--- src/rtl/cpu_memory_responder.sv ---
// -----------------------------------------------------------------------------
// cpu_memory_responder
//
// Memory-side end of the CPU memory interface. A 2**ADDR_WIDTH x DATA_WIDTH
// register-file RAM answers CPU read/write/address/memoryIn requests on
// memoryOut with zero read latency. A byte-wide loader with a valid/ready
// handshake fills the RAM from LOAD_BASE upwards while the CPU is held in
// reset, then releases the CPU.
//
// Ports:
//   clk          system clock, all state on rising edge
//   reset        synchronous, active-high reset (clears state and memory)
//   read         CPU read strobe (output is not gated by it)
//   write        CPU write strobe
//   address      CPU address
//   memoryIn     CPU write data
//   memoryOut    CPU read data, mem[address] in RUN, 0 otherwise
//   load_start   begin (or restart) a program load
//   load_valid   load_data holds a byte to store
//   load_data    program byte
//   load_last    marks the final program byte
//   load_ready   a loader byte is accepted this cycle (LOAD state)
//   load_done    one-cycle pulse on the first RUN cycle after a load
//   cpu_reset    reset for the CPU, high whenever the CPU must not run
//   write_fault  sticky flag: a CPU write was blocked by the write guard
//
// Build option:
//   MEM_WRITE_GUARD_EN  when defined, CPU writes to addresses below
//                       GUARD_LIMIT are suppressed and raise write_fault.
//                       When undefined, all CPU writes are honoured and
//                       write_fault is tied low.
// -----------------------------------------------------------------------------
module cpu_memory_responder #(
    parameter int DATA_WIDTH  = 8,
    parameter int ADDR_WIDTH  = 4,
    parameter int LOAD_BASE   = 1,
    parameter int GUARD_LIMIT = 6
) (
    input  logic                  clk,
    input  logic                  reset,
    input  logic                  read,
    input  logic                  write,
    input  logic [ADDR_WIDTH-1:0] address,
    input  logic [DATA_WIDTH-1:0] memoryIn,
    output logic [DATA_WIDTH-1:0] memoryOut,
    input  logic                  load_start,
    input  logic                  load_valid,
    input  logic [DATA_WIDTH-1:0] load_data,
    input  logic                  load_last,
    output logic                  load_ready,
    output logic                  load_done,
    output logic                  cpu_reset,
    output logic                  write_fault
);

    localparam int                    DEPTH    = 2 ** ADDR_WIDTH;
    localparam logic [ADDR_WIDTH-1:0] PTR_MAX  = '1;
    localparam logic [ADDR_WIDTH-1:0] PTR_BASE = ADDR_WIDTH'(LOAD_BASE);

    typedef enum logic [1:0] {
        S_IDLE,
        S_LOAD,
        S_RUN
    } state_t;

    state_t                r_state;
    state_t                w_state_nxt;
    logic [DATA_WIDTH-1:0] r_mem [DEPTH];
    logic [ADDR_WIDTH-1:0] r_ptr;
    logic                  r_load_done;
    logic                  r_write_fault;

    logic                  w_load_ready;
    logic                  w_cpu_reset;
    logic                  w_xfer;
    logic                  w_finish;
    logic                  w_cpu_wr;
    logic                  w_guard_hit;

    // The read strobe is part of the CPU interface but the RAM output is
    // always driven from the address, so the strobe carries no information.
    logic                  w_unused_read;
    assign w_unused_read = read;

    assign w_guard_hit = (int'(address) < GUARD_LIMIT);

    always_ff @(posedge clk) begin
        if (reset) begin
            r_state <= S_IDLE;
        end else begin
            r_state <= w_state_nxt;
        end
    end

    always_comb begin
        w_state_nxt  = r_state;
        w_load_ready = 1'b0;
        w_cpu_reset  = 1'b1;
        w_xfer       = 1'b0;
        w_finish     = 1'b0;
        w_cpu_wr     = 1'b0;
        case (r_state)
            S_IDLE: begin
                if (load_start) begin
                    w_state_nxt = S_LOAD;
                end
            end
            S_LOAD: begin
                w_load_ready = 1'b1;
                w_xfer       = load_valid;
                // The top address ends the load even without load_last so
                // the pointer never wraps back onto address 0.
                w_finish     = w_xfer && (load_last || (r_ptr == PTR_MAX));
                if (load_start) begin
                    w_state_nxt = S_LOAD;
                end else if (w_finish) begin
                    w_state_nxt = S_RUN;
                end
            end
            S_RUN: begin
                // A reload request pulls the CPU back into reset at once and
                // its write in that same cycle is discarded.
                w_cpu_reset = load_start;
                if (load_start) begin
                    w_state_nxt = S_LOAD;
                end else begin
                    w_cpu_wr = write;
                end
            end
            default: begin
                w_state_nxt = S_IDLE;
            end
        endcase
    end

    always_ff @(posedge clk) begin
        if (reset) begin
            for (int i = 0; i < DEPTH; i++) begin
                r_mem[i] <= '0;
            end
            r_ptr         <= PTR_BASE;
            r_load_done   <= 1'b0;
            r_write_fault <= 1'b0;
        end else begin
            r_load_done <= (r_state == S_LOAD) && (w_state_nxt == S_RUN);

            if (w_xfer) begin
                r_mem[r_ptr] <= load_data;
            end

            // Every state enters LOAD on load_start with a fresh pointer.
            if (load_start) begin
                r_ptr <= PTR_BASE;
            end else if (w_xfer && (r_ptr != PTR_MAX)) begin
                r_ptr <= r_ptr + 1'b1;
            end

`ifdef MEM_WRITE_GUARD_EN
            if (w_cpu_wr) begin
                if (w_guard_hit) begin
                    r_write_fault <= 1'b1;
                end else begin
                    r_mem[address] <= memoryIn;
                end
            end
`else
            if (w_cpu_wr) begin
                r_mem[address] <= memoryIn;
            end
`endif
        end
    end

`ifndef MEM_WRITE_GUARD_EN
    logic w_unused_guard;
    assign w_unused_guard = w_guard_hit;
`endif

    assign memoryOut   = (r_state == S_RUN) ? r_mem[address] : '0;
    assign load_ready  = w_load_ready;
    assign load_done   = r_load_done;
    assign cpu_reset   = w_cpu_reset;
    assign write_fault = r_write_fault;

endmodule

--- config.mk ---
export PLATFORM = sky130hd
export DESIGN_NAME = cpu_memory_responder
export DESIGN_NICKNAME = d
export VERILOG_FILES = /design/src/rtl/cpu_memory_responder.sv
export SDC_FILE = /design/constraint.sdc
export NUM_CORES = 1
export LEC_CHECK = 0
export ABC_CLOCK_PERIOD_IN_PS = 2900
export CORE_MARGIN = 1.5
export CORE_UTILIZATION = 55
export DETAILED_ROUTE_END_ITERATION = 10
export PLACE_DENSITY = 0.74
export SETUP_SLACK_MARGIN = 0.15
export SLEW_MARGIN = 30
export SYNTH_ARGS = -nofsm -noshare
export SYNTH_HDL_FRONTEND = slang
export SYNTH_SLANG_ARGS = --single-unit
--- constraint.sdc ---
create_clock -name clk -period 2.9 [get_ports clk]
set_input_delay 0.435 -clock clk [delete_from_list [all_inputs] [get_ports clk]]
set_output_delay 0.435 -clock clk [all_outputs]
set_load 0.05 [all_outputs]
# After elaboration in Yosys (flattened, before gate mapping)
# Memories as Yosys holds them, arrays and structs flattened.
# Cells that the tools add are included.
totals:
  regBits: 7
  latch_bits: 0
  ram_bits: 128
  mem_bits_ro: 0
  in_bits: 27
  out_inout_bits: 12
  elab_cells: 43
  n_memories: 1
memory_table:
  columns: ["name", "words", "width", "read_ports", "rd_ports_with_merged_regs", "write_ports", "line_no", "rtl"]
  rows:
  - ["r_mem", 16, 8, 1, 0, 16, "68", "logic [DATA_WIDTH-1:0] r_mem [DEPTH];"]
op_classes:
  add_sub_neg: 1
  multipliers: 0
  div: 0
  n_lt_le_gt_ge: 0
  eq_ne: 5
  n_shift: 0
  n_mux: 24
  bitwise: 0
  reduce_logical: 9
op_table:
  columns: ["operator", "n"]
  rows:
  - ["2-to-1 mux 8 bit", 3]
  - ["OR reduction 8 bit", 2]
  - ["2-to-1 mux 1 bit", 15]
  - ["2-to-1 mux 4 bit", 2]
  - ["2-to-1 mux 2 bit", 3]
  - ["adder 4 x 1 -> 4 bit, second input constant", 1]
  - ["equality test 2 bit, second input constant", 2]
  - ["equality test 4 bit, second input constant", 1]
  - ["!= test 4 bit, second input constant", 1]
  - ["one-hot mux 2 bit (2 select lines)", 1]
  - ["OR reduction 2 bit", 2]
  - ["logical AND 1 bit", 3]
  - ["equality test 2 x 1 -> 1 bit, second input constant", 1]
  - ["logical NOT 2 bit", 1]
  - ["logical OR 1 bit", 1]

# Logic depth before layout (Yosys ltp)
logic_depth:
  ltp_word: 8
  depth_mapped: 7
  depth_no_buf: 5

# Least setup slack after synthesis
# OpenSTA, ideal clock, no wires.
synth_timing:
  path_type: "input to output"
  start: "in address[1]"
  end: "out memoryOut[3]"
  arrival_time_ns: 2.089
  path_slack_ns: 0.376
  path_stages: 6
  cell_sequence: "buf_4 buf_2 buf_4 mux4_2 mux2i_1 o22ai_1"
synth_between:
  elab_chain_cells: 2
synth_lines:
  columns: ["element", "line_no", "rtl"]
  rows:
  - ["start: declaration", "43", "input logic [ADDR_WIDTH-1:0] address,"]
  - ["memory read (16 x 8 bit)", null, null]
  - ["2-to-1 mux 8 bit", "179", "assign memoryOut = (r_state == S_RUN) ? r_mem[address] : '0;"]
  - ["end: declaration", "45", "output logic [DATA_WIDTH-1:0] memoryOut,"]
# Every way passes these cells.

# Final worst setup path
layout_timing:
  start: "in address[3]"
  end: "out memoryOut[6]"
# The elaborated chain is that of the path after synthesis.

==> results.ini <==
[timing]
max_slew_margin = 0.362
finalCriticalPeriod_ns = 2.71
hold_viol = 0
slew_violations = 0
period_share = 0.934
fin_worst_skew_ns = 0.0121
worst_slack_ns = 0.191
rsz0062_at_grt = no
hold_ws_ns = 0.427
fmax_ghz = 0.369
setup_viol = 0
tightest_slew_ns = 0.954

[synthesis]
yosys_warnings = 0
synth_edf_count = 128
yosysTopAreaCell = edfxtp_1
syn_inst = 533
postSynthNetCount = 561
synth_area_leaders = edfxtp_1, mux4_2, a31oi_4, nor2_1, nor3_2
synth_area_per_cell_um2 = 13.9
async_flop_share = 0
synth-seq-cells = 135
ys_types = 53
seq_area_frac_synth = 0.537
synthesis.area_mm2 = 0.00742
synth.top_cell.area_share = 0.518
synthFlopType = edfxtp_1

[die]
num_rows = 42
initial_core_util = 0.563
core_area_mm2 = 0.0132
die_area_mm2 = 0.0142
ios = 39
die_y_um = 119
die_w_um = 119

[worst_setup_path]
crit_arrival_ns = 2.27
cp-end-kind = output port
rrSetupSlack_ns = 0.43
crit_fanout = 8
cp-start-kind = primary input
criticalPathCategory = in2out
critical_path_required_ns = 2.47

[global_routing]
grt-ovfl-total = 0
grt.total_usage = 0.267
grt_start_max_net_pins = 37
grt_pass1_wl_mm = 27.8
antenna_found_initial = 0
grt_pass1_vias = 4775

[cts]
cts_hold_buffers = 0
cts_max_path_buffers = 2
cts_resized = 0
insertion_delay_ns = 0.43
post_cts_buffers = 0
cts_root_buf = clkbuf_16
cts_tree = yes
h-tree-depth = 4
clkTransAtPathRegs_ns = 0.06
cts_inserted_buffers = 17
clock-sinks = 135

[layout]
drive_gt1_frac = 0.328
fin_nets = 610
layout_commonest_cell = nor2_1
area_growth_pct = 17.6
num_antenna_cells = 0
final_cell_mix = nor2_1, edfxtp_1, buf_4

[hold_path]
hp-class = in2reg

[place]
gp_congestion = 0.832
post-place-ws_ns = -0.0612
io_buffers = 36
dp_hpwl_mm = 12.1

[detailed_routing]
drt_pre_antenna_iters = 5
drt_wl_total_mm = 18.0
via_count = 4860
ant_nets = 0
initialDrtViolationCount = 506
wire_per_inst_um = 23.3
viasPerCell = 6.30
drc = 0

[power]
pwr_density_cell_mw_per_mm2 = 564
ir_drop_uv = 446
power_leakage_nw = 2.79
p_total_mw = 4.92

[job]
max_cap_viol_count = 0

[outcome]
status = finished clean

sequential cells by signal (all words and copies together) (netlist names):
| signal | flops |
|---|---|
| r_ptr | 4 |
| load_done | 1 |
| r_state | 2 |
| r_mem | 128 |
per-stage QoR:
| step | cells | setup TNS [ns] | cell area [um^2] | util |
|---|---|---|---|---|
| after floorplan | 533 | 0 | 7420 | - |
| after global placement | 739 | -0.260 | 8090 | 0.613 |
| after detailed placement | 739 | -0.487 | 8090 | 0.614 |
| after CTS | 771 | 0 | 8730 | 0.662 |
| after global routing | 771 | 0 | 8730 | 0.662 |
| final | 771 | 0 | 8730 | 0.662 |
area by class of cell:
| type | count | area [um^2] |
|---|---|---|
| fill | 915 | 4460 |
| sequential | 135 | 3980 |
| multi-input combinational | 349 | 3120 |
| timing repair buffer | 79 | 768 |
| clock buffer | 18 | 429 |
| tap | 176 | 220 |
| clock inverter | 14 | 205 |
critical path, cell delays in order:
cell	delay, ns
clkdlybuf4s50_1	0.55
or3b_2	0.65
nor2_1	0.14
nand2_1	0.06
o2111ai_1	0.23
buf_12	0.21
synthesized netlist by cell type, drive strengths merged (2+ instances only):
| library cell | instances |
|---|---|
| or2 | 3 |
| o21bai | 16 |
| o22ai | 7 |
| and4bb | 7 |
| nand3 | 10 |
| clkbuf | 16 |
| buf | 33 |
| a21oi | 6 |
| a31oi | 33 |
| nand2b | 3 |
| nand2 | 6 |
| edfxtp | 128 |
| nor3b | 3 |
| dfxtp | 7 |
| nor2b | 4 |
| and3b | 2 |
| nor4b | 3 |
| nand3b | 17 |
| mux4 | 32 |
| o21ai | 4 |
| nor3 | 26 |
| nor2 | 136 |
| mux2i | 17 |
power breakdown:
| group | internal [mW] | switching (mW) |
|---|---|---|
| registers | 2.19 | 0.0205 |
| clock network | 1.52 | 0.807 |
| logic | 0.162 | 0.219 |
| total | 3.87 | 1.05 |
layer usage:
metal,track usage,up-vias,share of wire
li1,-,2119,-
met1,0.363,2459,0.41
met2,0.442,250,0.49
met3,0.0431,32,0.074
met4,0.0919,0,0.022
met5,0,-,0
worst paths after layout:
kind                    startpoint                          to  cells after the start
max                     address[3]                memoryOut[6]                      6
min                          reset       r_state[0]$_SDFF_PP0_                      2
max reg2reg  r_state[0]$_SDFF_PP0_  r_mem[15][3]$_SDFFCE_PN0P_                      6
min reg2reg  r_ptr[1]$_SDFFE_PP0P_       r_ptr[1]$_SDFFE_PP0P_                      2
cell families (layout without fill, tap and decap cells):
| family | after synthesis | count (layout) | synth area share |
|---|---|---|---|
| compound gates | 70 | 70 | 0.129 |
| xor+xnor | 2 | 2 | 0.00236 |
| fa+ha+maj | 1 | 1 | 0.00169 |
| buf+inv | 49 | 111 | 0.0447 |
| flops | 135 | 135 | 0.537 |
| mux | 49 | 49 | 0.121 |
| other cells | 1 | 1 | 0.000505 |
| simple gates | 226 | 226 | 0.165 |
Power figures use the tool's default switching activity.
